`src/rtl/hps_pkg.sv`:
```
// Shared constants and state type for the HPS peak detector.
package hps_pkg;

    localparam int HPS_DATA_WIDTH = 24;
    localparam int HPS_NUM_BINS   = 512;
    localparam int HPS_MIN_BIN    = 4;

    // SCAN: consuming a frame. HOLD: presenting a result until accepted.
    typedef enum logic {
        SCAN = 1'b0,
        HOLD = 1'b1
    } hps_peak_state_t;

endpackage

```
`src/rtl/hps_peak_detect_if.sv`:
```
// Bin stream in, peak result out.
//
// Handshake rule for both channels: a transfer happens on a rising clock
// edge where valid && ready. Once the source raises valid, it keeps valid and
// its payload stable until that transfer. The sink may change ready at any
// time. Raising ready before valid does nothing.
interface hps_peak_detect_if #(
    parameter int DATA_WIDTH = 24,
    parameter int BIN_WIDTH  = 9
);

    logic                  s_valid;
    logic                  s_ready;
    logic [DATA_WIDTH-1:0] s_data;
    logic                  s_last;

    logic                  m_valid;
    logic                  m_ready;
    logic [BIN_WIDTH-1:0]  m_bin;
    logic [DATA_WIDTH-1:0] m_mag;
    logic                  m_voiced;
    logic                  m_overflow;

    // Upstream bin source plus downstream result consumer.
    modport master (
        output s_valid, s_data, s_last, m_ready,
        input  s_ready, m_valid, m_bin, m_mag, m_voiced, m_overflow
    );

    // The peak detector itself.
    modport slave (
        input  s_valid, s_data, s_last, m_ready,
        output s_ready, m_valid, m_bin, m_mag, m_voiced, m_overflow
    );

endinterface

```
`src/rtl/hps_peak_detect.sv`:
```
// Frame peak search over HPS product magnitudes with a voicing decision.
// The result is held until the pitch-shift control accepts it.
module hps_peak_detect
    import hps_pkg::*;
#(
    parameter int DATA_WIDTH = HPS_DATA_WIDTH,
    parameter int NUM_BINS   = HPS_NUM_BINS,
    parameter int MIN_BIN    = HPS_MIN_BIN,
    localparam int BIN_WIDTH = $clog2(NUM_BINS)
) (
    input  logic                  clock,
    input  logic                  reset_n,
    input  logic [DATA_WIDTH-1:0] threshold,
    hps_peak_detect_if.slave      bus,
    output hps_peak_state_t       fsm_state
);

    localparam logic [BIN_WIDTH-1:0] LAST_IDX = BIN_WIDTH'(NUM_BINS - 1);
    localparam logic [BIN_WIDTH-1:0] MIN_IDX  = BIN_WIDTH'(MIN_BIN);
    // A MIN_BIN at or beyond the frame size leaves no searchable bin.
    localparam bit MIN_OK = (MIN_BIN < NUM_BINS);

    hps_peak_state_t state, state_next;
    logic            s_ready_int, m_valid_int;

    // Per-frame search state.
    logic [BIN_WIDTH-1:0]  cnt;
    logic [DATA_WIDTH-1:0] best_mag;
    logic [BIN_WIDTH-1:0]  best_bin;
    logic                  seen_cand;
    logic                  ovf;
    logic                  started;
    logic [DATA_WIDTH-1:0] thr_q;

    // Held result.
    logic [BIN_WIDTH-1:0]  res_bin;
    logic [DATA_WIDTH-1:0] res_mag;
    logic                  res_voiced;
    logic                  res_ovf;

    logic                  accept;
    logic                  finish;
    logic                  handshake;
    logic                  at_end;
    logic                  candidate;
    logic                  take;
    logic [DATA_WIDTH-1:0] mag_next;
    logic [BIN_WIDTH-1:0]  bin_next;
    logic                  cand_next;
    logic                  ovf_next;
    logic [DATA_WIDTH-1:0] thr_eff;

    assign accept    = bus.s_valid && s_ready_int;
    assign finish    = accept && bus.s_last;
    assign handshake = m_valid_int && bus.m_ready;
    assign at_end    = (cnt == LAST_IDX);

    // Once a frame has run past the last bin, nothing more is compared.
    assign candidate = MIN_OK && (cnt >= MIN_IDX) && !ovf;
    // Strict compare: on a tie the earlier (lower) bin keeps the peak.
    assign take      = accept && candidate && (bus.s_data > best_mag);
    assign mag_next  = take ? bus.s_data : best_mag;
    assign bin_next  = take ? cnt : best_bin;
    assign cand_next = seen_cand || (accept && candidate);
    assign ovf_next  = ovf || (accept && at_end && !bus.s_last);
    // The threshold belongs to the frame's first beat; a one-beat frame
    // must see it the same cycle.
    assign thr_eff   = started ? thr_q : threshold;

    // FSM state register.
    always_ff @(posedge clock or negedge reset_n) begin
        if (!reset_n) begin
            state <= SCAN;
        end else begin
            state <= state_next;
        end
    end

    // FSM next state and handshake outputs.
    always_comb begin
        state_next  = state;
        s_ready_int = 1'b0;
        m_valid_int = 1'b0;
        case (state)
            SCAN: begin
                // Ready is masked while reset is held so upstream sees no
                // acceptance during reset.
                s_ready_int = reset_n;
                if (bus.s_valid && bus.s_last && reset_n) begin
                    state_next = HOLD;
                end
            end
            HOLD: begin
                m_valid_int = 1'b1;
                if (bus.m_ready) begin
                    state_next = SCAN;
                end
            end
            default: state_next = SCAN;
        endcase
    end

    // Bin counter, running best and overflow tracking; cleared after each
    // accepted result so the next frame starts clean.
    always_ff @(posedge clock or negedge reset_n) begin
        if (!reset_n) begin
            cnt       <= '0;
            best_mag  <= '0;
            best_bin  <= '0;
            seen_cand <= 1'b0;
            ovf       <= 1'b0;
            started   <= 1'b0;
            thr_q     <= '0;
        end else if (handshake) begin
            cnt       <= '0;
            best_mag  <= '0;
            best_bin  <= '0;
            seen_cand <= 1'b0;
            ovf       <= 1'b0;
            started   <= 1'b0;
        end else if (accept) begin
            if (!at_end) begin
                cnt <= cnt + 1'b1;
            end
            best_mag  <= mag_next;
            best_bin  <= bin_next;
            seen_cand <= cand_next;
            ovf       <= ovf_next;
            started   <= 1'b1;
            if (!started) begin
                thr_q <= threshold;
            end
        end
    end

    // Result capture on the last beat, including that beat's comparison.
    always_ff @(posedge clock or negedge reset_n) begin
        if (!reset_n) begin
            res_bin    <= '0;
            res_mag    <= '0;
            res_voiced <= 1'b0;
            res_ovf    <= 1'b0;
        end else if (finish) begin
            res_bin    <= bin_next;
            res_mag    <= mag_next;
            res_voiced <= cand_next && (mag_next >= thr_eff);
            res_ovf    <= ovf_next;
        end
    end

    assign bus.s_ready    = s_ready_int;
    assign bus.m_valid    = m_valid_int;
    assign bus.m_bin      = res_bin;
    assign bus.m_mag      = res_mag;
    assign bus.m_voiced   = res_voiced;
    assign bus.m_overflow = res_ovf;
    assign fsm_state      = state;

endmodule
```
`src/flat_wrapper.sv`:
```
// flat-port wrapper written by rule: the top's interface ports become plain ports
module hps_peak_detect_flat import hps_pkg::*;
#(
    parameter int DATA_WIDTH = HPS_DATA_WIDTH,
    parameter int NUM_BINS   = HPS_NUM_BINS,
    parameter int MIN_BIN    = HPS_MIN_BIN,
    localparam int BIN_WIDTH = $clog2(NUM_BINS)
)
  (clock, reset_n, threshold, fsm_state, bus_s_valid, bus_s_data, bus_s_last, bus_m_ready, bus_s_ready, bus_m_valid, bus_m_bin, bus_m_mag, bus_m_voiced, bus_m_overflow);
  hps_peak_detect_if #(.DATA_WIDTH(DATA_WIDTH)) bus_i ();
  input  logic clock;
  input  logic reset_n;
  input  logic [DATA_WIDTH-1:0] threshold;
  output hps_peak_state_t fsm_state;
  input wire logic [$bits(bus_i.s_valid)-1:0] bus_s_valid;
  input wire logic [$bits(bus_i.s_data)-1:0] bus_s_data;
  input wire logic [$bits(bus_i.s_last)-1:0] bus_s_last;
  input wire logic [$bits(bus_i.m_ready)-1:0] bus_m_ready;
  output wire logic [$bits(bus_i.s_ready)-1:0] bus_s_ready;
  output wire logic [$bits(bus_i.m_valid)-1:0] bus_m_valid;
  output wire logic [$bits(bus_i.m_bin)-1:0] bus_m_bin;
  output wire logic [$bits(bus_i.m_mag)-1:0] bus_m_mag;
  output wire logic [$bits(bus_i.m_voiced)-1:0] bus_m_voiced;
  output wire logic [$bits(bus_i.m_overflow)-1:0] bus_m_overflow;
  assign bus_i.s_valid = bus_s_valid;
  assign bus_i.s_data = bus_s_data;
  assign bus_i.s_last = bus_s_last;
  assign bus_i.m_ready = bus_m_ready;
  assign bus_s_ready = bus_i.s_ready;
  assign bus_m_valid = bus_i.m_valid;
  assign bus_m_bin = bus_i.m_bin;
  assign bus_m_mag = bus_i.m_mag;
  assign bus_m_voiced = bus_i.m_voiced;
  assign bus_m_overflow = bus_i.m_overflow;
  hps_peak_detect #(.DATA_WIDTH(DATA_WIDTH), .NUM_BINS(NUM_BINS), .MIN_BIN(MIN_BIN)) u_core (.clock(clock), .reset_n(reset_n), .threshold(threshold), .bus(bus_i), .fsm_state(fsm_state));
endmodule
```
`config.mk`:
```
export PLATFORM = sky130hd
export DESIGN_NAME = hps_peak_detect_flat
export DESIGN_NICKNAME = d
export VERILOG_FILES = /design/src/rtl/hps_pkg.sv /design/src/rtl/hps_peak_detect_if.sv /design/src/rtl/hps_peak_detect.sv /design/src/flat_wrapper.sv
export SDC_FILE = /design/constraint.sdc
export NUM_CORES = 1
export LEC_CHECK = 0
export ABC_CLOCK_PERIOD_IN_PS = 8260
export CAP_MARGIN = 15
export CELL_PAD_IN_SITES_DETAIL_PLACEMENT = 0
export CELL_PAD_IN_SITES_GLOBAL_PLACEMENT = 1
export CORE_UTILIZATION = 45
export CTS_CLUSTER_DIAMETER = 50
export DETAILED_ROUTE_END_ITERATION = 7
export PLACE_DENSITY = 0.86
export SLEW_MARGIN = 20
export SYNTH_ARGS = -nofsm -noshare
export SYNTH_HDL_FRONTEND = slang
export SYNTH_SLANG_ARGS = --single-unit
```
`constraint.sdc`:
```
create_clock -name clock -period 8.26 [get_ports clock]
set_input_delay 0.826 -clock clock [delete_from_list [all_inputs] [get_ports clock]]
set_output_delay 0.826 -clock clock [all_outputs]
set_load 0.02 [all_outputs]
```
# Yosys cells after proc, flatten, opt, wreduce, memory -nomap -nowiden
# Cells that the tools add are included.
[totals] out_inout_bits=38 word_cells=59 register_bits=105 input_bits=53
[classes] n_reduce_logical=18 order_cmp=3 eq_ne=2 bitwise=2 muxes=21 add_sub_neg=1
[op_table] cell="24-bit two-way mux" n=4
[op_table] cell="9-bit two-way mux" n=6
[op_table] cell="24-bit greater-or-equal comparator" n=1
[op_table] cell="24-bit greater-than comparator" n=1
[op_table] cell="1-bit logical AND" n=11
[op_table] cell="1-bit two-way mux" n=10
[op_table] cell="9-bit by 1-bit adder with 9-bit output (second input constant)" n=1
[op_table] cell="9-bit == test (second input constant)" n=1
[op_table] cell="9-bit by 3-bit greater-or-equal comparator with 1-bit output (second input constant)" n=1
[op_table] cell="2-bit AND reduction" n=2
[op_table] cell="1-bit zero test" n=2
[op_table] cell="1-bit logical OR" n=2
[op_table] cell="2-bit by 1-bit inequality test with 1-bit output (second input constant)" n=1
[op_table] cell="1-bit inverter" n=2
[op_table] cell="1-bit one-hot mux with 2 select lines" n=1
[op_table] cell="2-bit nonzero test" n=1

# Depth between registers and ports, before layout
[logic_depth] ltp_word=7 ltp_mapped=17

# Least setup slack after synthesis
# No wires, ideal clock.
[synth_path] path_type="input port to flip-flop" from="in bus_s_data[22]" to="reg u_core.res_voiced (netlist: u_core.bus.m_voiced)" t_required_ns=8.136 slack_ns=4.681 arrival_ns=3.455 path_stages=16 cell_sequence="ha_1 -> nand4_2 -> nor4_2 -> o31ai_1 -> and3_1 -> buf_6 -> buf_6 -> o21ai_2 -> nand2_1 -> ha_1 -> a21o_1 -> a21o_1 -> a21oi_1 -> o211ai_1 -> a211oi_1 -> nor2_1"
[synth_between] elab_chain_cells=5
[synth_rtl] element="start, declared" line="flat_wrapper.sv:16" rtl="input wire logic [$bits(bus_i.s_data)-1:0] bus_s_data;"
[synth_rtl] element="24-bit greater-than comparator" line="hps_peak_detect.sv:61" rtl="assign take = accept && candidate && (bus.s_data > best_mag);"
[synth_rtl] element="1-bit logical AND" line="hps_peak_detect.sv:61"
[synth_rtl] element="24-bit two-way mux" line="hps_peak_detect.sv:62" rtl="assign mag_next = take ? bus.s_data : best_mag;"
[synth_rtl] element="named net u_core.mag_next[17]" line="hps_peak_detect.sv:47" rtl="logic [DATA_WIDTH-1:0] mag_next;"
[synth_rtl] element="24-bit greater-or-equal comparator" line="hps_peak_detect.sv:146" rtl="res_voiced <= cand_next && (mag_next >= thr_eff);"
[synth_rtl] element="1-bit logical AND" line="hps_peak_detect.sv:146"
[synth_rtl] element="end signal, assigned" line="hps_peak_detect.sv:146"
[synth_rtl] element="end, declared" line="hps_peak_detect.sv:38" rtl="logic res_voiced;"
# The timed path passes the listed nets, and every way through them passes these cells.
# A chain may end at the register's enable or synchronous reset.

# Worst setup path in the final report
[layout_path] from="in bus_s_valid" to="reg u_core.res_voiced (netlist: u_core.bus.m_voiced)"
[layout_between] elab_chain_cells=6 word_cells_on_any_way=8 cone_classes="order compare (1); mux (1); reduce/logical (6)"
[layout_rtl] element="start, declared" line="flat_wrapper.sv:15" rtl="input wire logic [$bits(bus_i.s_valid)-1:0] bus_s_valid;"
[layout_rtl] element="1-bit logical AND (*)" line="hps_peak_detect.sv:53" rtl="assign accept = bus.s_valid && s_ready_int;"
[layout_rtl] element="1-bit logical AND" line="hps_peak_detect.sv:61, hps_peak_detect.sv:64"
[layout_rtl] element="1-bit logical AND" line="hps_peak_detect.sv:61"
[layout_rtl] element="24-bit two-way mux" line="hps_peak_detect.sv:62"
[layout_rtl] element="24-bit greater-or-equal comparator" line="hps_peak_detect.sv:146"
[layout_rtl] element="1-bit logical AND" line="hps_peak_detect.sv:146"
# Mark *: on every way between the ends. The rest lies on a longest branch, timed or not.

==> key figures <==
Outcome
  • Outcome: finished, final reports clean

Layout
  • Share of post-route cells with drive strength above 1: 0.0787
  • P&R area growth vs syn: 21.7%
  • Fin nets: 785
  • # diodes: 0
  • Final instance area: 7160 um2

CTS
  • CTS Buf Count: 9
  • CTS tree: done
  • Clk_lat worst skew: 350 ps
  • Post-CTS setup buffer count: 0
  • Hold buffer count at cts: 0
  • Root buf cell: clkbuf_16
  • CTS Sinks: 105
  • Bufs on Longest Clock Path: 2
  • Post-CTS Resized: 0
  • Clk slew on worst S/H paths: 70 ps
  • H-tree depth: 3

Global route
  • Gr usage total: 0.236
  • Vias in the first global route: 4,779
  • Largest net degree at the start of global routing: 71
  • First-pass GRT wire length: 24,200 um
  • Total grt overflow: 0
  • Initial antenna violation count: 0

Route
  • DRC: 0
  • WL final: 14,900 um
  • Vias post-DR: 4,799
  • M1 wire length: 6990 um
  • WL/cell: 17.3 um
  • Met2 WL: 6930 um
  • Final ANT Viol Nets: 0
  • Vias per cell: 5.59
  • Drt first-iter violations: 341
  • Uppermost layer routed: met4
  • DR WL met3: 649 um
  • DRT Pass-1 Iters: 5

Logic synthesis
  • Largest family of logic cells by synthesized area: compound AO/OA/AOI/OAI gates
  • Area share of the largest cell type after synthesis: 0.446
  • Ys Warns: 0
  • Syn nets: 715
  • Netlist cell types: 50
  • Area leader, netlist: dfrtp_1
  • Post-Synth Adder-Cell Area: 0.108
  • Post-synthesis compound-gate area fraction: 0.199
  • Top-count cell post-synth: dfrtp_1
  • Post-synthesis simple-gate area fraction: 0.142
  • Post-synthesis mux area share: 0.0410
  • Mapped Area: 5890 um2
  • Xor/xnor share of the synthesized area: 0.0104
  • Register area share after synthesis: 0.446
  • Syn_area_per_cell: 9.63 um2
  • Post-synth ARST share: 1.00
  • Cells after synthesis: 611
  • EDFF count, synth: 0
  • List of most frequent post-synthesis cells: dfrtp_1, nand2_1, nor2_1
  • Synth Flop Type: dfrtp_1
  • Synth top area cells: dfrtp_1, ha_1, nand2_1, mux2i_1, a31oi_1
  • Yosys reg bits: 105

Setup path
  • Slowest CP cell: nor2_8
  • Worst-path cell chain: clkdlybuf4s50_1 -> nand3b_4 -> a211oi_1 -> nand2_2 -> nor2_8 -> a21boi_1 -> ha_1 -> nand2b_1 -> a21o_1 -> a31oi_1 -> o21ai_0 -> a211oi_1 -> nor2_1
  • Most used cell along the critical path: a211oi_1
  • Reg2reg path depth: 12
  • Worst EP required: 8500 ps
  • Worst setup EP type: flop
  • FF-to-FF Start: u_core.fsm_state
  • Crit Path Max Fanout: 54
  • WS Path Type: in2reg
  • Worst R2R End: u_core.bus.m_voiced
  • Crit-path leading delay family: simple AND/OR/NAND/NOR gates
  • R2R setup slack: 3700 ps
  • Worst path bufs/invs: 1
  • Critical Path Source Type: input pin
  • Worst endpoint data arrival time: 5310 ps
  • Critical Path Max Stage Delay: 680 ps

Placed design
  • Post-detail-place hpwl: 10,500 um
  • GP Congestion: 0.846
  • Area of placed instances: 6850 um2
  • I/O Buffers: 90

Timing
  • Setup TNS: 0 ps
  • Hold Violations, Final: 0
  • Max Freq: 0.197 GHz
  • Final Setup Violations: 0
  • Worst Skew: 7.12 ps
  • Fin crit share: 0.614
  • Final count of pins violating max slew: 0
  • RSZ-0062 raised after global routing: false
  • Final critical-path required period: 5070 ps
  • Worst-margin pin slew: 932 ps
  • Relative slew slack: 0.376

Power
  • Total Power: 2.14 mW
  • P_leak: 3.32 nW
  • Power per cell area: 299 nW/um2
  • Max VDD drop: 0.133 mV

Worst hold path
  • Hold crit path type: in2async

Floorplanning
  • Rows: 41
  • CORE AREA: 12,700 um2
  • Die height: 116 um
  • Starting density of the core: 0.465
  • DIE WIDTH: 116 um
  • Die area: 13,500 um2
  • # IOs: 91

Flow run
  • Maxcap violations: 0
==> placed cells by master (no fill, tap or decap), types with 7 or more instances in the layout <==
master           synthesis  routed
clkbuf_16                0       9
clkdlybuf4s50_1          0      89
buf_4                    3       7
nor2_1                  52      51
inv_1                   29      29
nand4_1                 11      11
mux2i_1                 23      23
o21ai_0                 43      43
o21ai_2                 16      16
a21oi_1                 25      25
a31oi_1                 36      36
ha_1                    51      51
nand2_1                 65      65
nand3_1                 31      31
o31ai_1                 24      24
a21o_1                   7       7
dfrtp_1                105     105
==> metrics by stage <==
| stage | instances | util | hold slack [ps] | setup slack [ps] |
|---|---|---|---|---|
| final | 858 | 0.565 | 450 | 3190 |
| after global routing | 858 | 0.565 | 488 | 2920 |
| after CTS | 858 | 0.565 | 457 | 3240 |
| after detailed placement | 842 | 0.540 | 460 | 2960 |
| after global placement | 842 | 0.540 | 451 | 3130 |
| after floorplan | 611 | - | 440 | 4680 |
==> state kept, by name, summed over array words and instances, names as in the netlist <==
register,cells
u_core.cnt,9
u_core.best_bin,9
u_core.bus.m_overflow,1
u_core.bus.m_bin,9
u_core.best_mag,24
u_core.started,1
u_core.bus.m_voiced,1
u_core.seen_cand,1
u_core.ovf,1
u_core.thr_q,24
u_core.bus.m_mag,24
u_core.fsm_state,1
==> how the worst max path moves through the flow <==
| stage | endpoint | cells after the start | slack [ps] | startpoint |
|---|---|---|---|---|
| 6_report | u_core.bus.m_voiced | 13 | 3190 | bus_s_valid |
| 2_1_floorplan | u_core.bus.m_voiced | 16 | 4680 | bus_s_data[22] |
| 3_5_place_dp | u_core.bus.m_voiced | 13 | 2960 | bus_s_valid |
| 4_1_cts | u_core.bus.m_voiced | 13 | 3240 | bus_s_valid |
| 5_1_grt | u_core.bus.m_voiced | 13 | 2920 | reset_n |
| 3_3_place_gp | u_core.bus.m_voiced | 13 | 3130 | bus_s_valid |
==> metal layers <==
metal | up-vias | global-route usage
met5 | - | 0
met4 | 0 | 0.0949
met3 | 18 | 0.0332
met2 | 120 | 0.372
met1 | 2312 | 0.329
li1 | 2349 | -
==> logic make-up (layout without fill, tap and decap cells) <==
kind of cell / count (synthesis) / in the layout
AO/OA/AOI/OAI: 179 / 179
AND/OR/NAND/NOR: 179 / 179
flip-flops: 105 / 105
buffers and inverters: 66 / 141
adder cells (fa/ha/maj): 51 / 51
multiplexers: 24 / 24
XOR/XNOR: 7 / 7
==> cell type report <==
class | instances | area, um2
fillers | 1153 | 5510
multi-input cells | 440 | 2950
flip-flops and latches | 105 | 2630
repair buffers | 96 | 943
clock buffers | 12 | 267
well taps | 172 | 215
inverters | 29 | 109
clock inverters | 4 | 50.0
==> power breakdown <==
part           leakage (nW)  internal, mW  switching (mW)
clock network         0.151         0.259           0.190
registers              1.34         0.663          0.0982
logic                  1.83         0.393           0.538
total                  3.32          1.32           0.826
No activity file was read; power rests on OpenSTA's default activity.
